==> src/rtl/ram_access_arbiter.sv <==
// Round-robin arbiter sharing one single-port synchronous RAM between two
// req/ack clients; every access runs IDLE -> ACCESS -> RESP.
module ram_access_arbiter #(
  parameter int ADDR_WIDTH = 3,
  parameter int DATA_WIDTH = 8
) (
  input  logic                  clock,
  input  logic                  reset,
  input  logic                  req0,
  input  logic                  we0,
  input  logic [ADDR_WIDTH-1:0] addr0,
  input  logic [DATA_WIDTH-1:0] wdata0,
  output logic                  ack0,
  output logic [DATA_WIDTH-1:0] rdata0,
  input  logic                  req1,
  input  logic                  we1,
  input  logic [ADDR_WIDTH-1:0] addr1,
  input  logic [DATA_WIDTH-1:0] wdata1,
  output logic                  ack1,
  output logic [DATA_WIDTH-1:0] rdata1,
  output logic [ADDR_WIDTH-1:0] ram_address,
  output logic [DATA_WIDTH-1:0] ram_data_in,
  output logic                  ram_write,
  output logic                  ram_select,
  input  logic [DATA_WIDTH-1:0] ram_data_out,
  output logic                  busy
);

  typedef enum logic [1:0] {IDLE, ACCESS, RESP} state_t;

  state_t                state_q, state_d;
  logic                  last_q, last_d;
  logic                  grant_q, grant_d;
  logic                  we_q, we_d;
  logic [ADDR_WIDTH-1:0] addr_q, addr_d;
  logic [DATA_WIDTH-1:0] wdata_q, wdata_d;
  logic [DATA_WIDTH-1:0] rdata0_q, rdata0_d;
  logic [DATA_WIDTH-1:0] rdata1_q, rdata1_d;
  logic                  in_access;
  logic                  in_resp;
  logic                  read_resp;

  always_ff @(posedge clock) begin
    if (reset) begin
      state_q  <= IDLE;
      last_q   <= 1'b1;
      grant_q  <= 1'b0;
      we_q     <= 1'b0;
      addr_q   <= '0;
      wdata_q  <= '0;
      rdata0_q <= '0;
      rdata1_q <= '0;
    end else begin
      state_q  <= state_d;
      last_q   <= last_d;
      grant_q  <= grant_d;
      we_q     <= we_d;
      addr_q   <= addr_d;
      wdata_q  <= wdata_d;
      rdata0_q <= rdata0_d;
      rdata1_q <= rdata1_d;
    end
  end

  always_comb begin
    state_d  = state_q;
    last_d   = last_q;
    grant_d  = grant_q;
    we_d     = we_q;
    addr_d   = addr_q;
    wdata_d  = wdata_q;
    rdata0_d = rdata0_q;
    rdata1_d = rdata1_q;
    case (state_q)
      IDLE: begin
        if (req0 || req1) begin
          // On a tie the port that was not served last wins.
          grant_d = (req0 && req1) ? ~last_q : req1;
          we_d    = grant_d ? we1    : we0;
          addr_d  = grant_d ? addr1  : addr0;
          wdata_d = grant_d ? wdata1 : wdata0;
          state_d = ACCESS;
        end
      end
      ACCESS: state_d = RESP;
      RESP: begin
        if (!we_q) begin
          if (grant_q) rdata1_d = ram_data_out;
          else         rdata0_d = ram_data_out;
        end
        last_d  = grant_q;
        state_d = IDLE;
      end
      default: state_d = IDLE;
    endcase
  end

  // Read data reaches the client straight from the RAM during the ack cycle.
  always_comb begin
    in_access   = (state_q == ACCESS) && !reset;
    in_resp     = (state_q == RESP) && !reset;
    read_resp   = (state_q == RESP) && !we_q;
    busy        = (state_q != IDLE);
    ram_select  = in_access;
    ram_write   = in_access && we_q;
    ram_address = addr_q;
    ram_data_in = wdata_q;
    ack0        = in_resp && !grant_q;
    ack1        = in_resp && grant_q;
    rdata0      = (read_resp && !grant_q) ? ram_data_out : rdata0_q;
    rdata1      = (read_resp && grant_q) ? ram_data_out : rdata1_q;
  end

endmodule

==> config.mk <==
export PLATFORM = sky130hd
export DESIGN_NAME = ram_access_arbiter
export DESIGN_NICKNAME = d
export VERILOG_FILES = /design/src/rtl/ram_access_arbiter.sv
export SDC_FILE = /design/constraint.sdc
export NUM_CORES = 1
export LEC_CHECK = 0
export CORE_AREA = 10 10 74 76
export CTS_BUF_LIST = sky130_fd_sc_hd__clkbuf_2
export DETAILED_ROUTE_END_ITERATION = 10
export DIE_AREA = 0 0 84 86
export GPL_TIMING_DRIVEN = 0
export PLACE_DENSITY_LB_ADDON = 0.08
export SYNTH_ARGS = -nofsm -noshare
export SYNTH_HDL_FRONTEND = slang
export SYNTH_SLANG_ARGS = --single-unit
==> constraint.sdc <==
create_clock -name clock -period 1.65 [get_ports clock]
set_input_delay 0.2475 -clock clock [delete_from_list [all_inputs] [get_ports clock]]
set_output_delay 0.2475 -clock clock [all_outputs]
set_load 0.05 [all_outputs]
==> impl_metrics.csv, run 1 <==
group,metric,value,unit
status,violations,"negative setup slack",
detailed_routing,drtAntennaViolNets,0,
clock_tree,cts_sinks,32,
clock_tree,clk_latency,0.35,ns
place,dp_hpwl,3370,microns
clock_tree,cts_tree,"built",
hold_path,worstHoldEndpoint,"rdata1_q[0]",
clock_tree,cts.path.max_buffers,2,
grt,grt-busiest-layer,"met2",
critical_path,worstReg2RegStart,"state_q[0]",
synth,synth_top_cell_by_area,"dfxtp_1",
cells_and_area,syn_to_final_growth,75.8,%
grt,grtUsageMet1,14.6,%
timing,skew,0.00513,ns
grt,grt_use_met2,20.2,%
synth,synth-simple-area-share,22.3,%
critical_path,cp.required,1.40,ns
die,chipWidth,84,microns
clock_tree,clock-root-buffer,"clkbuf_2",
synth,synth_top_cell_area_share,46.6,%
grt,grt_max_degree,11,
cells_and_area,layout.cells.non_filler,276,
die,die_h,86,microns
detailed_routing,route.detailed.drc,0,
status,status,"finished, violations left",
detailed_routing,drtIter0Drc,45,
critical_path,r2r_end,"ram_address[1]",
grt,grt_pass1_vias,1452,
synth,yosysWarnings,0,
synth,syn_avg_cell_area,9.62,sq um
pwr,p_leak,1.04,nW
detailed_routing,via_per_inst,5.07,
die,io_pins,68,
detailed_routing,drt_pass1_iterations,4,
timing,fin_ws,-0.389,ns
cells_and_area,finalNetCount,264,
synth,syn_area,1380,sq um
run,timing.max_cap.violations,0,
hold_path,hp-class,"in -> reg",
clock_tree,htree_levels,2,
cells_and_area,drive_gt1_share,31.9,%
clock_tree,cts_buffers,5,
timing,maxSlewHeadroom,64.3,%
timing,worst_slew_pin_slew,0.536,ns
detailed_routing,vias,1399,
grt,grtUsageTotal,13.0,%
critical_path,criticalPathCategory,"reg -> out",
synth,synthesis.nets,179,
synth,yosysMostFrequentCell,"dfxtp_1",
die,rows,23,
place,io_buffers,66,
synth,ys_ff_latch,32,
synth,synth_compound_area_share,14.0,%
synth,async_reset_ff_share,0,%
timing,fin_setup_tns,-5.71,ns
critical_path,crit_start,"we_q",
timing,finalSetupViolations,16,
grt,grt_pass1_wl,7510,microns
grt,use_met3,7.38,%
pwr,ir_drop,0.372,mV
synth,synth_top_family_by_area,"simple AND/OR/NAND/NOR gates",
timing,hold_violations,0,
place,gp_congestion,0.750,
hold_path,hold_start,"reset",
timing,layout_min_cycle_time,2.04,ns
grt,overflow,0,
place,placed_cells,259,
critical_path,critical_path_arrival,1.79,ns
place,post-place-ws,-0.692,ns
die,dieArea,7220,sq um
critical_path,start_kind,"register",
grt,antenna_found_initial,0,
timing,drv_slew,0,
critical_path,reg2reg_slack,0.11,ns
die,start_util,34.6,%
clock_tree,clkSlewWorstSetupHoldPaths,0.15,ns
detailed_routing,drt_wl_total,4740,microns
synth,synth_edf_count,0,
synth,synth-main-ff-cell,"dfxtp_1",
timing,min_period_over_period,124,%
place,placed_area,2110,sq um
synth,synth.mux.area_fraction,13.8,%
critical_path,worstPathMaxFanout,5,
cells_and_area,diodes,0,
synth,seq_area_frac_synth,46.6,%
critical_path,ff2ff_path_depth,6,
synth,synthAdderAreaFrac,0,%
critical_path,cp-end-kind,"primary output",
detailed_routing,routedWlPerCell,17.2,microns
synth,netlist_instances,143,
synth,ys_top_cells_by_count,"dfxtp_1 (32), nand2_1 (25), mux2_2 (16)",
synth,synth.area.top_cells,"dfxtp_1 (47%), mux2_2 (13%), a311oi_1 (7.6%)",
synth,synth_xor_area_share,0,%
pwr,power_density,735,nW/um^2
timing,max_freq,0.490,GHz
cells_and_area,fin_area,2420,sq um
die,core,3970,sq um
pwr,finalPower,0.00178,W
synth,yosysUniqueCellTypes,22,
timing,rsz0062_at_grt,"true",
hold_path,min_path_cells,2,
[cells by family after synthesis]
kind of cell	count (synthesis)
AO/OA/AOI/OAI	28
buffers and inverters	11
flip-flops	32
multiplexers	17
AND/OR/NAND/NOR	55
[registers in the layout (all words and copies together) (netlist names)]
name	cells
we_q	1
last_q	1
ram_address	3
rdata1_q	8
ram_data_in	8
state_q	2
rdata0_q	8
grant_q	1
[worst max-delay path by stage]
stage | endpoint | slack [ns] | depth (start not counted)
after floorplan | ram_write | -0.25 | 2
after global placement | rdata0[5] | -0.72 | 3
after detailed placement | rdata0[3] | -0.69 | 3
after CTS | rdata1[5] | -0.41 | 5
after global routing | rdata1[6] | -0.52 | 5
final | rdata1[5] | -0.39 | 5
[area by class of cell]
type,instances,area (sq um)
buffer,10,51.3
clock buffer,5,25.0
fill,326,1550
inverter,1,3.75
multi-input combinational,100,795
sequential,32,653
tap,50,62.6
timing repair buffer,78,827
[cells in the final DEF (no fill, tap or decap), types with 2 or more instances in the layout]
master	instances
nor3b_2	2
dfxtp_1	28
mux2_4	16
buf_4	6
clkbuf_2	6
a311oi_1	12
nor2b_1	8
dfxtp_4	3
nand2_1	25
clkdlybuf4s50_1	34
a21oi_1	13
clkbuf_1	6
and2b_1	8
buf_8	11
nor2_1	2
dlygate4sd2_1	11
buf_6	17
[timing repair]
| item | CTS | global route |
|---|---|---|
| setup endpoints to repair | 45 | 36 |
| pin swaps | 1 | 7 |
| gates resized for setup | 182 | 30 |
| buffers inserted | 8 | 4 |
| cloned | 0 | 0 |
| hold buffers | 0 | 0 |
[through the flow]
stage               hold WS [ns]  util, %
global route               0.215     60.9
CTS                        0.233     58.2
global placement           0.504     53.2
floorplan                  0.401        -
finish                     0.237     60.9
detailed placement         0.513     53.2
[power breakdown]
part           total, W  switching, W  internal (W)
combinational  0.000601      0.000346      0.000255
clock          0.000319      0.000238     0.0000811
sequential     0.000858     0.0000356      0.000822
total           0.00178      0.000619       0.00116
[worst max-delay path: stages, from the launching register on]
cell and delay [ns]:
dfxtp_4 0.40, nor4bb_4 0.30, buf_6 0.17, buf_6 0.11
mux2_4 0.31, buf_8 0.15
[routing by layer]
| layer | part of all wire, % | vias up |
|---|---|---|
| met5 | 0 | - |
| met4 | 2.2 | 0 |
| met3 | 9.4 | 10 |
| met2 | 46 | 59 |
| met1 | 42 | 664 |
| li1 | - | 666 |
Note: power is estimated with default switching activity, not from simulation.
==> run 2: changes to the inputs <==
Settings changed: SKIP_CTS_REPAIR_TIMING set to 1.
==> impl_metrics.csv, run 2 (synthesized netlist as in run 1, its figures left out) <==
group,metric,value,unit
status,status,"finished, violations left",
status,violations,"negative setup slack",
pwr,intPower,0.00116,W
clock_tree,clkSlewWorstSetupHoldPaths,0.14,ns
cells_and_area,finalNetCount,256,
detailed_routing,drt_pass1_iterations,4,
pwr,power_density,758,nW/um^2
pwr,p_comb_share,33.5,%
pwr,seqPwrFrac,48.6,%
timing,min_period_over_period,121,%
grt,overflow,0,
place,placed_cells,259,
grt,grt_max_degree,11,
pwr,p_leak,1.11,nW
cells_and_area,syn_to_final_growth,69.2,%
die,die_h,86,microns
grt,grtUsageTotal,12.1,%
clock_tree,clk_latency,0.34,ns
cells_and_area,diodes,0,
pwr,p_clk_share,17.9,%
detailed_routing,vias,1364,
clock_tree,cts_buffers,5,
die,io_pins,68,
timing,finalSetupViolations,16,
cells_and_area,fin_util,58.6,%
critical_path,reg2reg_slack,0.09,ns
clock_tree,cts_tree,"built",
place,io_buffers,66,
timing,drv_slew,0,
detailed_routing,via_per_inst,5.09,
critical_path,worstReg2RegStart,"state_q[0]",
hold_path,hp-class,"in -> reg",
detailed_routing,route.detailed.drc,0,
pwr,swShare,34.5,%
die,rows,23,
critical_path,r2r_end,"ram_address[1]",
cells_and_area,layout.cells.non_filler,268,
die,start_util,34.6,%
detailed_routing,drtIter0Drc,45,
place,dp_hpwl,3370,microns
timing,hold_violations,0,
critical_path,start_kind,"register",
cells_and_area,final_common_cell,"clkdlybuf4s50_1",
clock_tree,cts_sinks,32,
grt,grt_pass1_wl,6960,microns
critical_path,critical_path_arrival,1.75,ns
run,timing.max_cap.violations,0,
hold_path,hold_start,"reset",
grt,antenna_found_initial,0,
detailed_routing,drtAntennaViolNets,0,
timing,max_freq,0.500,GHz
pwr,power_switching,0.000609,W
critical_path,criticalPathCategory,"reg -> out",
critical_path,cp-end-kind,"primary output",
detailed_routing,routedWlPerCell,17.2,microns
die,chipWidth,84,microns
place,placed_area,2110,sq um
timing,fin_ws,-0.350,ns
place,gp_congestion,0.750,
critical_path,ff2ff_path_depth,5,
die,dieArea,7220,sq um
timing,skew,0.00314,ns
critical_path,cp.required,1.40,ns
hold_path,worstHoldEndpoint,"rdata1_q[0]",
timing,maxSlewHeadroom,64.5,%
pwr,ir_drop,0.379,mV
die,core,3970,sq um
hold_path,min_path_cells,2,
timing,worst_slew_pin_slew,0.532,ns
timing,rsz0062_at_grt,"true",
clock_tree,htree_levels,2,
detailed_routing,drt_wl_total,4620,microns
clock_tree,clock-root-buffer,"clkbuf_2",
grt,grt_pass1_vias,1384,
cells_and_area,drive_gt1_share,28.0,%
cells_and_area,fillers,336,
critical_path,worstPathMaxFanout,5,
cells_and_area,final_cell_mix,"clkdlybuf4s50_1 (34), dfxtp_1 (28), nand2_1 (25), buf_6 (18)",
timing,layout_min_cycle_time,2.00,ns
clock_tree,cts.path.max_buffers,2,
cells_and_area,fin_area,2330,sq um
==> run 2: changes by cell type in the layout (fill, tap and decap cells not counted), sizes merged <==
cell,change
buf,-8
dlygate4sd2,-11
dlymetal6s2s,+11
==> run 2: routing by layer <==
metal / track usage (%) / up-vias / part of all wire [%]
li1: - / 653 / -
met1: 13.0 / 654 / 40
met2: 19.1 / 51 / 50
met3: 7.47 / 6 / 9.1
met4: 4.72 / 0 / 1.2
met5: 0 / - / 0
==> run 2: worst max path at each step <==
stage	start	to	slack [ns]	depth (start not counted)
final	we_q	rdata0[3]	-0.35	4
after global routing	state_q[0]	rdata1[6]	-0.47	4
after CTS	state_q[1]	rdata0[5]	-1.13	3
after detailed placement	grant_q	rdata0[3]	-0.69	3
after global placement	grant_q	rdata0[5]	-0.72	3
after floorplan	state_q[0]	ram_write	-0.25	2
==> run 2: power groups by stage <==
stage / registers, W / clock network (W) / logic [W]
5_1_grt: 0.000864 / 0.000371 / 0.000626
4_1_cts: 0.000855 / 0.000334 / 0.000557
3_3_place_gp: 0.000869 / 0 / 0.000548
2_1_floorplan: 0.000975 / 0 / 0.000221
6_report: 0.000857 / 0.000316 / 0.000590
3_5_place_dp: 0.000871 / 0 / 0.000555
==> run 2: metrics by stage <==
step,setup WS (ns),power (W),setup TNS [ns],hold WS [ns]
floorplan,-0.248,0.00120,-0.248,0.401
global placement,-0.720,0.00142,-14.17,0.504
detailed placement,-0.692,0.00143,-14.74,0.513
CTS,-1.13,0.00175,-22.54,0.233
global route,-0.470,0.00186,-7.23,0.219
finish,-0.350,0.00176,-5.19,0.247
==> run 2: layout make-up <==
cell class / count / area (sq um) / share of cell area, %
Multi-Input combinational cell: 100 / 776 / 33.3
Timing Repair Buffer: 70 / 759 / 32.6
Sequential cell: 32 / 653 / 28.1
Tap cell: 50 / 62.6 / 2.69
Buffer: 10 / 47.5 / 2.04
Clock buffer: 5 / 25.0 / 1.08
Inverter: 1 / 3.75 / 0.161
==> run 2: critical path, cell delays in order, from the launching register on <==
cell and delay (ns):
dfxtp_4 0.40, nor4b_4 0.29, buf_4 0.20, mux2_2 0.36, buf_6 0.16
==> run 3: changes to the inputs <==
Settings changed: GPL_ROUTABILITY_DRIVEN set to 0.
Clock period 1.65 ns to 2.31 ns, I/O delays scaled along.
==> impl_metrics.csv, run 3 (synthesized netlist as in run 1, its figures left out) <==
group,metric,value,unit
grt,grtUsageTotal,11.9,%
die,io_pins,68,
hold_path,hp-class,"in -> reg",
grt,grt_pass1_vias,1367,
cells_and_area,fin_util,53.6,%
critical_path,critical_path_arrival,1.90,ns
pwr,p_comb_share,28.0,%
place,dp_hpwl,3360,microns
place,post-place-ws,-0.137,ns
hold_path,hold_start,"reset",
clock_tree,clkSlewWorstSetupHoldPaths,0.17,ns
timing,max_freq,0.445,GHz
clock_tree,cts_sinks,32,
critical_path,cp.required,1.96,ns
pwr,p_clk_share,27.5,%
critical_path,worstReg2RegStart,"state_q[0]",
timing,hold_violations,0,
timing,fin_setup_tns,0,ns
timing,finalSetupViolations,0,
detailed_routing,vias,1298,
hold_path,min_path_cells,2,
critical_path,crit_chain,"nor4b_4 -> buf_4 -> mux2_2 -> clkbuf_2",
timing,worst_slew_pin_slew,0.532,ns
cells_and_area,syn_to_final_growth,54.9,%
critical_path,cpPeakStageDelay,0.41,ns
pwr,power_density,646,nW/um^2
grt,grt_pass1_wl,6910,microns
critical_path,slowest_stage,"dfxtp_1",
die,core,3970,sq um
place,io_buffers,66,
clock_tree,cts.path.max_buffers,2,
timing,fin_ws,0.0624,ns
pwr,swShare,32.5,%
grt,grt_max_degree,11,
detailed_routing,drtIter0Drc,94,
die,rows,23,
detailed_routing,drt_pass1_iterations,4,
detailed_routing,via_per_inst,4.84,
critical_path,r2r_end,"ram_data_in[0]",
timing,skew,0.00968,ns
detailed_routing,drtAntennaViolNets,0,
critical_path,ff2ff_path_depth,4,
clock_tree,htree_levels,2,
grt,overflow,0,
pwr,ir_drop,0.259,mV
timing,drv_slew,0,
grt,antenna_found_initial,0,
detailed_routing,drt_wl_total,4310,microns
critical_path,critPathBufInv,2,
cells_and_area,final_common_cell,"clkdlybuf4s50_1",
timing,holdWs,0.324,ns
die,dieArea,7220,sq um
cells_and_area,drive_gt1_share,22.9,%
critical_path,reg2reg_slack,0.74,ns
timing,layout_min_cycle_time,2.25,ns
critical_path,critPathTopFamily,"buffers and inverters",
detailed_routing,route.detailed.drc,0,
timing,rsz0062_at_grt,"true",
die,start_util,34.6,%
hold_path,worstHoldEndpoint,"rdata1_q[0]",
timing,min_period_over_period,97.3,%
die,chipWidth,84,microns
pwr,seqPwrFrac,44.5,%
die,die_h,86,microns
cells_and_area,finalNetCount,253,
clock_tree,cts_tree,"built",
pwr,intPower,0.000929,W
critical_path,criticalPathCategory,"reg -> out",
clock_tree,clock-root-buffer,"clkbuf_2",
clock_tree,clk_latency,0.37,ns
cells_and_area,final_cell_mix,"clkdlybuf4s50_1 (45), dfxtp_1 (30), nand2_1 (25), mux2_2 (16)",
critical_path,start_kind,"register",
cells_and_area,diodes,0,
critical_path,cp-end-kind,"primary output",
detailed_routing,routedWlPerCell,16.1,microns
run,timing.max_cap.violations,0,
timing,maxSlewHeadroom,64.2,%
pwr,p_leak,1.00,nW
pwr,power_switching,0.000446,W
critical_path,worstPathMaxFanout,7,
status,status,"complete, no violations",
clock_tree,cts_buffers,5,
run 3: final cells by class:
type	instances	area, sq um
Tap cell	50	62.6
Timing Repair Buffer	67	608
Fill cell	378	1840
Sequential cell	32	646
Clock buffer	6	30.0
Multi-Input combinational cell	100	701
Buffer	10	43.8
Clock inverter	2	35.0
Inverter	1	3.75
run 3: worst reg2reg max path, stage by stage (launching register included):
cell and delay, ns:
dfxtp_1 0.40, nor2_1 0.28, clkbuf_1 0.43, a21oi_1 0.14
a311oi_1 0.25
run 3: power groups by stage:
stage,Clock [W],Combinational (W),Sequential [W]
4_1_cts,0.000389,0.000395,0.000612
6_report,0.000378,0.000385,0.000612
3_5_place_dp,0,0.000393,0.000623
2_1_floorplan,0,0.000157,0.000696
5_1_grt,0.000416,0.000411,0.000617
3_3_place_gp,0,0.000389,0.000621
run 3: per-layer routing:
metal / up-vias / global-route usage (%) / wire [microns]
met5: - / 0 / 0
met4: 0 / 5.02 / 73
met3: 7 / 4.92 / 334
met2: 48 / 20.3 / 2170
met1: 598 / 12.6 / 1740
li1: 645 / - / -
run 3: per-stage QoR:
step / instance area (sq um) / std cells / power (W)
after global routing: 2130 / 268 / 0.00144
after global placement: 2100 / 259 / 0.00101
after CTS: 2170 / 267 / 0.00140
final: 2130 / 268 / 0.00138
after detailed placement: 2100 / 259 / 0.00102
after floorplan: 1380 / 143 / 0.000853
run 3: how the worst max path moves through the flow:
stage,to,cells after the start,start
2_1_floorplan,ack1,3,reset
3_3_place_gp,rdata0[2],3,we_q
3_5_place_dp,rdata0[2],3,we_q
4_1_cts,rdata0[5],3,state_q[1]
5_1_grt,rdata1[0],4,we_q
6_report,rdata0[3],4,we_q
